## config.mk

```make
export PLATFORM = sky130hd
export DESIGN_NAME = input_conditioner
export DESIGN_NICKNAME = d
export VERILOG_FILES = /design/src/rtl/input_conditioner.sv
export SDC_FILE = /design/constraint.sdc
export NUM_CORES = 1
export LEC_CHECK = 0
export ABC_CLOCK_PERIOD_IN_PS = 1670
export CORE_ASPECT_RATIO = 1.1
export CORE_UTILIZATION = 53
export DETAILED_ROUTE_END_ITERATION = 8
export MAX_ROUTING_LAYER = met4
export PLACE_DENSITY = 0.87
export REMOVE_ABC_BUFFERS = 1
export SLEW_MARGIN = 0
export SYNTH_ARGS = -nofsm -noshare
export SYNTH_HDL_FRONTEND = slang
export SYNTH_SLANG_ARGS = --single-unit
```

## constraint.sdc

```tcl
create_clock -name clk -period 1.67 [get_ports clk]
set_clock_uncertainty 0.2 [all_clocks]
set_input_delay 0.334 -clock clk [delete_from_list [all_inputs] [get_ports clk]]
set_output_delay 0.334 -clock clk [all_outputs]
set_load 0.02 [all_outputs]
```

## src/rtl/input_conditioner.sv

```systemverilog
// Multi-channel pin front end: per channel synchroniser -> counter debouncer -> edge detector.
// Optional long-press detection is built when the LONG_PRESS_EN macro is defined.
module input_conditioner #(
    parameter int unsigned CH          = 4,
    parameter int unsigned SYNC_STAGES = 2,
    parameter int unsigned DB_CYCLES   = 16,
    parameter int unsigned EDGE_MODE   = 0,
    parameter int unsigned LONG_CYCLES = 1000
) (
    input  logic          clk,
    input  logic          rst_n,
    input  logic [CH-1:0] din,
    output logic [CH-1:0] level_o,
    output logic [CH-1:0] edge_o,
    output logic [CH-1:0] long_o
);

    localparam int unsigned CNT_W = $clog2(DB_CYCLES);
    localparam logic [CNT_W-1:0] CNT_MAX = CNT_W'(DB_CYCLES - 1);
    // Any EDGE_MODE other than 0 or 1 reports both directions.
    localparam bit RISE_EN = (EDGE_MODE != 1);
    localparam bit FALL_EN = (EDGE_MODE != 0);

    if (SYNC_STAGES < 2 || SYNC_STAGES > 4) begin : g_bad_sync
        $error("input_conditioner: SYNC_STAGES must be 2..4");
    end
    if (DB_CYCLES < 2) begin : g_bad_db
        $error("input_conditioner: DB_CYCLES must be >= 2");
    end
    if (LONG_CYCLES < 1) begin : g_bad_long
        $error("input_conditioner: LONG_CYCLES must be >= 1");
    end

    for (genvar i = 0; i < CH; i++) begin : g_ch
        logic [SYNC_STAGES-1:0] sync_q;
        logic [CNT_W-1:0]       cnt_q;
        logic                   level_q;
        logic                   edge_q;
        logic                   differ_c;
        logic                   toggle_c;

        assign differ_c = sync_q[SYNC_STAGES-1] ^ level_q;
        assign toggle_c = differ_c && (cnt_q == CNT_MAX);

        // Sync chain, debounce counter and edge pulse share one register process.
        always_ff @(posedge clk or negedge rst_n) begin
            if (!rst_n) begin
                sync_q  <= '0;
                cnt_q   <= '0;
                level_q <= 1'b0;
                edge_q  <= 1'b0;
            end else begin
                sync_q <= {sync_q[SYNC_STAGES-2:0], din[i]};
                if (!differ_c) begin
                    cnt_q <= '0;
                end else if (toggle_c) begin
                    cnt_q   <= '0;
                    level_q <= ~level_q;
                end else begin
                    cnt_q <= cnt_q + CNT_W'(1);
                end
                edge_q <= toggle_c && (level_q ? FALL_EN : RISE_EN);
            end
        end

        assign level_o[i] = level_q;
        assign edge_o[i]  = edge_q;

`ifdef LONG_PRESS_EN
        localparam int unsigned HOLD_W = $clog2(LONG_CYCLES + 1);
        localparam logic [HOLD_W-1:0] HOLD_MAX  = HOLD_W'(LONG_CYCLES);
        localparam logic [HOLD_W-1:0] HOLD_FIRE = HOLD_W'(LONG_CYCLES - 1);

        logic [HOLD_W-1:0] hold_q;
        logic              long_q;

        // Saturating hold counter fires once per press and re-arms on release.
        always_ff @(posedge clk or negedge rst_n) begin
            if (!rst_n) begin
                hold_q <= '0;
                long_q <= 1'b0;
            end else if (!level_q) begin
                hold_q <= '0;
                long_q <= 1'b0;
            end else begin
                long_q <= (hold_q == HOLD_FIRE);
                if (hold_q != HOLD_MAX) begin
                    hold_q <= hold_q + HOLD_W'(1);
                end
            end
        end

        assign long_o[i] = long_q;
`else
        assign long_o[i] = 1'b0;
`endif
    end

endmodule

```

==> results of run 1 <==
logic make-up after synthesis:
family          share of synthesized area
compound gates                     0.0447
fa+ha+maj                          0.0372
flops                               0.595
other cells                       0.00279
simple gates                        0.145
mux                                0.0447
buf+inv                            0.0781
xor+xnor                           0.0521
flip-flops by register name, indices dropped and copies added, names as in the netlist:
signal	count
g_ch.sync_q	8
g_ch.edge_q	4
g_ch.cnt_q	16
g_ch.level_q	4
routing by layer:
layer	track usage	vias to the layer above	wire (µm)
li1	-	354	-
met5	-	-	0
met1	0.230	382	965
met3	0.0556	5	78
met2	0.298	20	1060
met4	0.105	0	34
synthesized netlist by cell type:
library cell	number
nand4b_1	4
nor3b_1	4
nor3b_2	4
inv_1	4
dfrtp_1	32
conb_1	1
nor2_1	4
o21ai_0	4
ha_1	4
nor2b_1	4
nand3_2	4
a21oi_1	8
buf_4	12
xnor2_1	8
mux2_4	4
cell type report:
type                            count  area share
Sequential cell                    32       0.525
Multi-Input combinational cell     56       0.296
Timing Repair Buffer               14      0.0944
Inverter                            4     0.00985
Clock inverter                      2      0.0230
Clock buffer                        6      0.0271
Tap cell                           30      0.0246
worst paths after layout:
kind / from / to / slack [ns] / depth (start not counted)
setup / recovery: g_ch[3].level_q / level_o[3] / 0.05 / 1
hold / removal: rst_n / g_ch[0].cnt_q[0] / 0.16 / 2
setup reg to reg: g_ch[3].cnt_q[0] / g_ch[3].edge_q / 0.18 / 3
hold reg to reg: g_ch[3].sync_q[0] / g_ch[3].sync_q[1] / 0.16 / 0
max in group asynchronous: rst_n / g_ch[2].cnt_q[1] / 0.94 / 2
min in group clk: g_ch[3].sync_q[0] / g_ch[3].sync_q[1] / 0.16 / 0
metrics by stage:
stage                     instance area, µm²  power (mW)  hold WS [ns]  utilization
after global placement                  1450       0.947         0.133        0.627
after global routing                    1520        1.57         0.163        0.657
after detailed placement                1450       0.958         0.136        0.627
final                                   1520        1.51         0.157        0.657
after floorplan                         1270       0.907        -0.162            -
after CTS                               1520        1.52         0.158        0.655
power by group through the flow:
stage	clock (mW)	sequential, mW	combinational, mW
floorplan	0	0.847	0.0601
global placement	0	0.850	0.0966
detailed placement	0	0.855	0.102
CTS	0.578	0.840	0.104
global route	0.608	0.846	0.119
finish	0.567	0.841	0.102
repair_timing:
item                                   in CTS  in global routing
gates cloned                                0                  0
endpoints found under the hold margin       0                  0
gates resized for setup                     8                  3
setup buffers                               0                  0
setup endpoints to repair                   8                  3
==> out/qor.yml, run 1 <==
status: "finished clean"
clkLatencyLatePin_ns: 0.33
syn_area_um2: 1350
dr.pass1.iters: 4
pwr-share-seq: 0.557
num_io_pins: 18
wl_per_cell_um: 14.9
p_int_mw: 1.17
dp_cells: 136
layout_min_cycle_time_ns: 1.62
yosysSeqAreaShare: 0.595
ys_warn_count: 0
fp.dieH_um: 54.8
grt_pass1_wl_mm: 3.52
finalSetupViolations: 0
syn_to_final_growth_pct: 13.3
powerDensity_nw_per_um2: 991
arrival_ns: 1.09
syn_area_per_cell_um2: 13.3
mostFrequentLayoutCell: "dfrtp_1"
hold_violations: 0
cts_tree: "done"
clk_pin_slew_ns: 0.10
grt_overflow: 0
postRouteAntennaNets: 0
yosysTopAreaCell: "dfrtp_1"
setup_slack_ns: 0.0452
grt_max_degree: 33
dieArea_um2: 2740
final_cell_mix: "32 x dfrtp_1, 8 x xnor2_1, 8 x a21oi_1"
cts_max_path_buffers: 2
antenna_found_initial: 0
clock_power_share: 0.376
end_kind: "primary output"
core.rowCount: 18
coreArea_um2: 2320
crit_chain: "clkdlybuf4s15_1"
final_layout_size_suffix_gt1_frac: 0.175
critPathLaunchType: "flop"
critPathMaxStageDelay_ns: 0.43
ir_drop_uv: 666
synth_top_area_share: 0.595
hpwl_mm: 1.41
cp_top_family: "flip-flops"
ff_latch_area_um2: 801
drtIter0Drc: 7
multi_input_area_um2: 450
cts_made_buffers: 5
nNetsFinal: 123
routed_wl_mm: 2.14
hold_class: "primary input to asynchronous set/reset pin"
viasPerCell: 5.28
grt_pass1_vias: 781
place_ws_ns: 0.123
gp_congestion: 0.729
hold_buffers: 0
syn_inst: 101
fmax_mhz: 615
initial_core_util: 0.580
h-tree-depth: 2
worstPathRequired_ns: 1.14
layoutNonFillerInstCount: 144
synthTopCellsByArea: "dfrtp_1 60%, buf_4 6.7%, xnor2_1 5.2%, mux2_4 4.5%, ha_1 3.7%"
drc: 0
maxSlewViolCount: 0
timing.final.crit_share: 0.973
fillers: 167
comb_power_share: 0.068
path_buf_inv: 1
setup_tns_ns: 0
synthDistinctLibCells: 15
critPathSlowestCell: "dfrtp_1"
maxCapViolations: 0
clock-root-buffer: "clkbuf_4"
p_leak_nw: 0.697
critical_path_class: "flop to primary output"
synth_seq_cells: 32
grtUsageTotal: 0.193
netSwitchingFraction: 0.225
antennaDiodeCount: 0
rsz0062_at_grt: "no"
netSwitchingPower_mw: 0.340
port_buffers: 13
crit_fanout: 4
dr_total_vias: 761
clkSinkCount: 32
die_w_um: 50.0
Power figures use the tool's default switching activity.
==> run 2: changes to the inputs <==
ABC_CLOCK_PERIOD_IN_PS = 1900   (was 1670)
CORE_UTILIZATION = 57   (was 53)
PLACE_DENSITY = 0.92   (was 0.87)
TNS_END_PERCENT = 50   (was unset)
clock period = 1.9 ns   (was 1.67 ns; I/O delays follow)
==> out/qor.yml, run 2 (synthesis results as in run 1) <==
coreArea_um2: 2230  # was 2320 µm²
nNetsFinal: 123  # unchanged
viasPerCell: 5.23  # was 5.28
path_buf_inv: 1  # unchanged
final_cell_mix: "32 x dfrtp_1, 9 x clkdlybuf4s50_1, 8 x xnor2_1, 8 x a21oi_1, 5 x clkbuf_4"  # was 32 x dfrtp_1, 8 x xnor2_1, 8 x a21oi_1
grt_overflow: 0  # unchanged
dr.pass1.iters: 2  # was 4
setup_tns_ns: 0  # unchanged
rsz0062_at_grt: "no"  # unchanged
port_buffers: 13  # unchanged
fmax_mhz: 546
post_cts_buffers: 0  # unchanged
fin_total_pwr_mw: 1.17  # was 1.51 mW
drc: 0  # unchanged
layout_min_cycle_time_ns: 1.83
grt_max_degree: 33  # unchanged
largest_reg_flops: 16  # unchanged
end_kind: "primary output"  # unchanged
postRouteAntennaNets: 0  # unchanged
worstPathRequired_ns: 1.32  # was 1.14 ns
regMostFlops: "g_ch.cnt_q"  # unchanged
cts_max_path_buffers: 2  # unchanged
syn_to_final_growth_pct: 10.2  # was 13.3%
ir_drop_uv: 552  # was 666 µV
die_w_um: 48.3  # was 50.0 µm
h-tree-depth: 2  # unchanged
cts_resized: 4  # was 8
core.rowCount: 18  # unchanged
p_leak_nw: 0.670  # was 0.697 nW
hpwl_mm: 1.33  # was 1.41 mm
fillers: 163  # was 167
grtUsageTotal: 0.195  # was 0.193
hold_violations: 0  # unchanged
antenna_found_initial: 0  # unchanged
hold_buffers: 0  # unchanged
critical_path_class: "flop to primary output"  # unchanged
num_io_pins: 18  # unchanged
powerDensity_nw_per_um2: 787  # was 991 nW/µm²
biggestRegsByFlops: "g_ch.cnt_q (16), g_ch.sync_q (8)"  # unchanged
final_core_util: 0.665  # was 0.657
grt_pass1_wl_mm: 3.39  # was 3.52 mm
mostFrequentLayoutCell: "dfrtp_1"  # unchanged
drtIter0Drc: 5  # was 7
status: "finished clean"  # unchanged
antennaDiodeCount: 0  # unchanged
critPathMaxStageDelay_ns: 0.59  # was 0.43 ns
clk_pin_slew_ns: 0.10  # about the same
dr_total_vias: 748  # was 761
maxCapViolations: 0  # unchanged
final_layout_size_suffix_gt1_frac: 0.168  # was 0.175
grt_pass1_vias: 755  # was 781
fp.dieH_um: 53.0  # was 54.8 µm
routed_wl_mm: 1.92  # was 2.14 mm
clock-root-buffer: "clkbuf_4"  # unchanged
initial_core_util: 0.603  # was 0.580
crit_chain: "clkdlybuf4s50_1"  # was clkdlybuf4s15_1
hold_class: "flop to flop"  # was primary input to asynchronous set/reset pin
critPathSlowestCell: "clkdlybuf4s50_1"  # was dfrtp_1
maxSlewViolCount: 0  # unchanged
dieArea_um2: 2560  # was 2740 µm²
clkSinkCount: 32  # unchanged
timing.hold.ws_ns: 0.157  # about the same
fin_area_um2: 1480  # was 1520 µm²
cts_made_buffers: 5  # unchanged
timing.final.crit_share: 0.964
crit_fanout: 1  # was 4
detailed_place.area_um2: 1440  # was 1450 µm²
cts_tree: "done"  # unchanged
wl_per_cell_um: 13.4  # was 14.9 µm
gp_congestion: 0.730  # was 0.729
finalSetupViolations: 0  # unchanged
arrival_ns: 1.25  # was 1.09 ns
critPathLaunchType: "flop"  # unchanged
clkLatencyLatePin_ns: 0.33  # about the same
cp_top_family: "buffers and inverters"  # was flip-flops
## run 2: final cells by class
class                      instances  area (µm²)  share of cell area
sequential                        32         801               0.540
multi-input combinational         56         450               0.304
tap                               30        37.5              0.0253
clock inverter                     1        5.00             0.00338
timing repair buffer              14         133              0.0895
inverter                           4        15.0              0.0101
clock buffer                       6        41.3              0.0278
## run 2: worst paths after layout
| path | start | to | slack (ns) | depth (start not counted) |
|---|---|---|---|---|
| max | g_ch[1].edge_q | edge_o[1] | 0.07 | 1 |
| min | g_ch[3].sync_q[0] | g_ch[3].sync_q[1] | 0.16 | 0 |
| max reg2reg | g_ch[0].cnt_q[0] | g_ch[0].level_q | 0.45 | 3 |
| min reg2reg | g_ch[3].sync_q[0] | g_ch[3].sync_q[1] | 0.16 | 0 |
| max in group asynchronous | rst_n | g_ch[0].cnt_q[1] | 0.97 | 2 |
| min in group asynchronous | rst_n | g_ch[0].cnt_q[0] | 0.23 | 2 |
## run 2: layer usage
layer,part of all wire,GRT usage,vias to the layer above
li1,-,-,352
met1,0.40,0.211,368
met2,0.53,0.308,19
met3,0.042,0.0718,9
met4,0.032,0.127,0
met5,0,-,-
## run 2: metrics by stage
stage | setup WS, ns | std cells
floorplan | 0.554 | 92
finish | 0.0681 | 143
detailed placement | 0.286 | 136
CTS | 0.0555 | 143
global route | 0.0195 | 143
global placement | 0.338 | 136
## run 2: report_power, final
group	total [mW]	switching [mW]	internal (mW)	leakage [nW]
Clock	0.342	0.206	0.136	0.0281
Sequential	0.738	0.0287	0.710	0.418
Combinational	0.0866	0.0460	0.0406	0.223
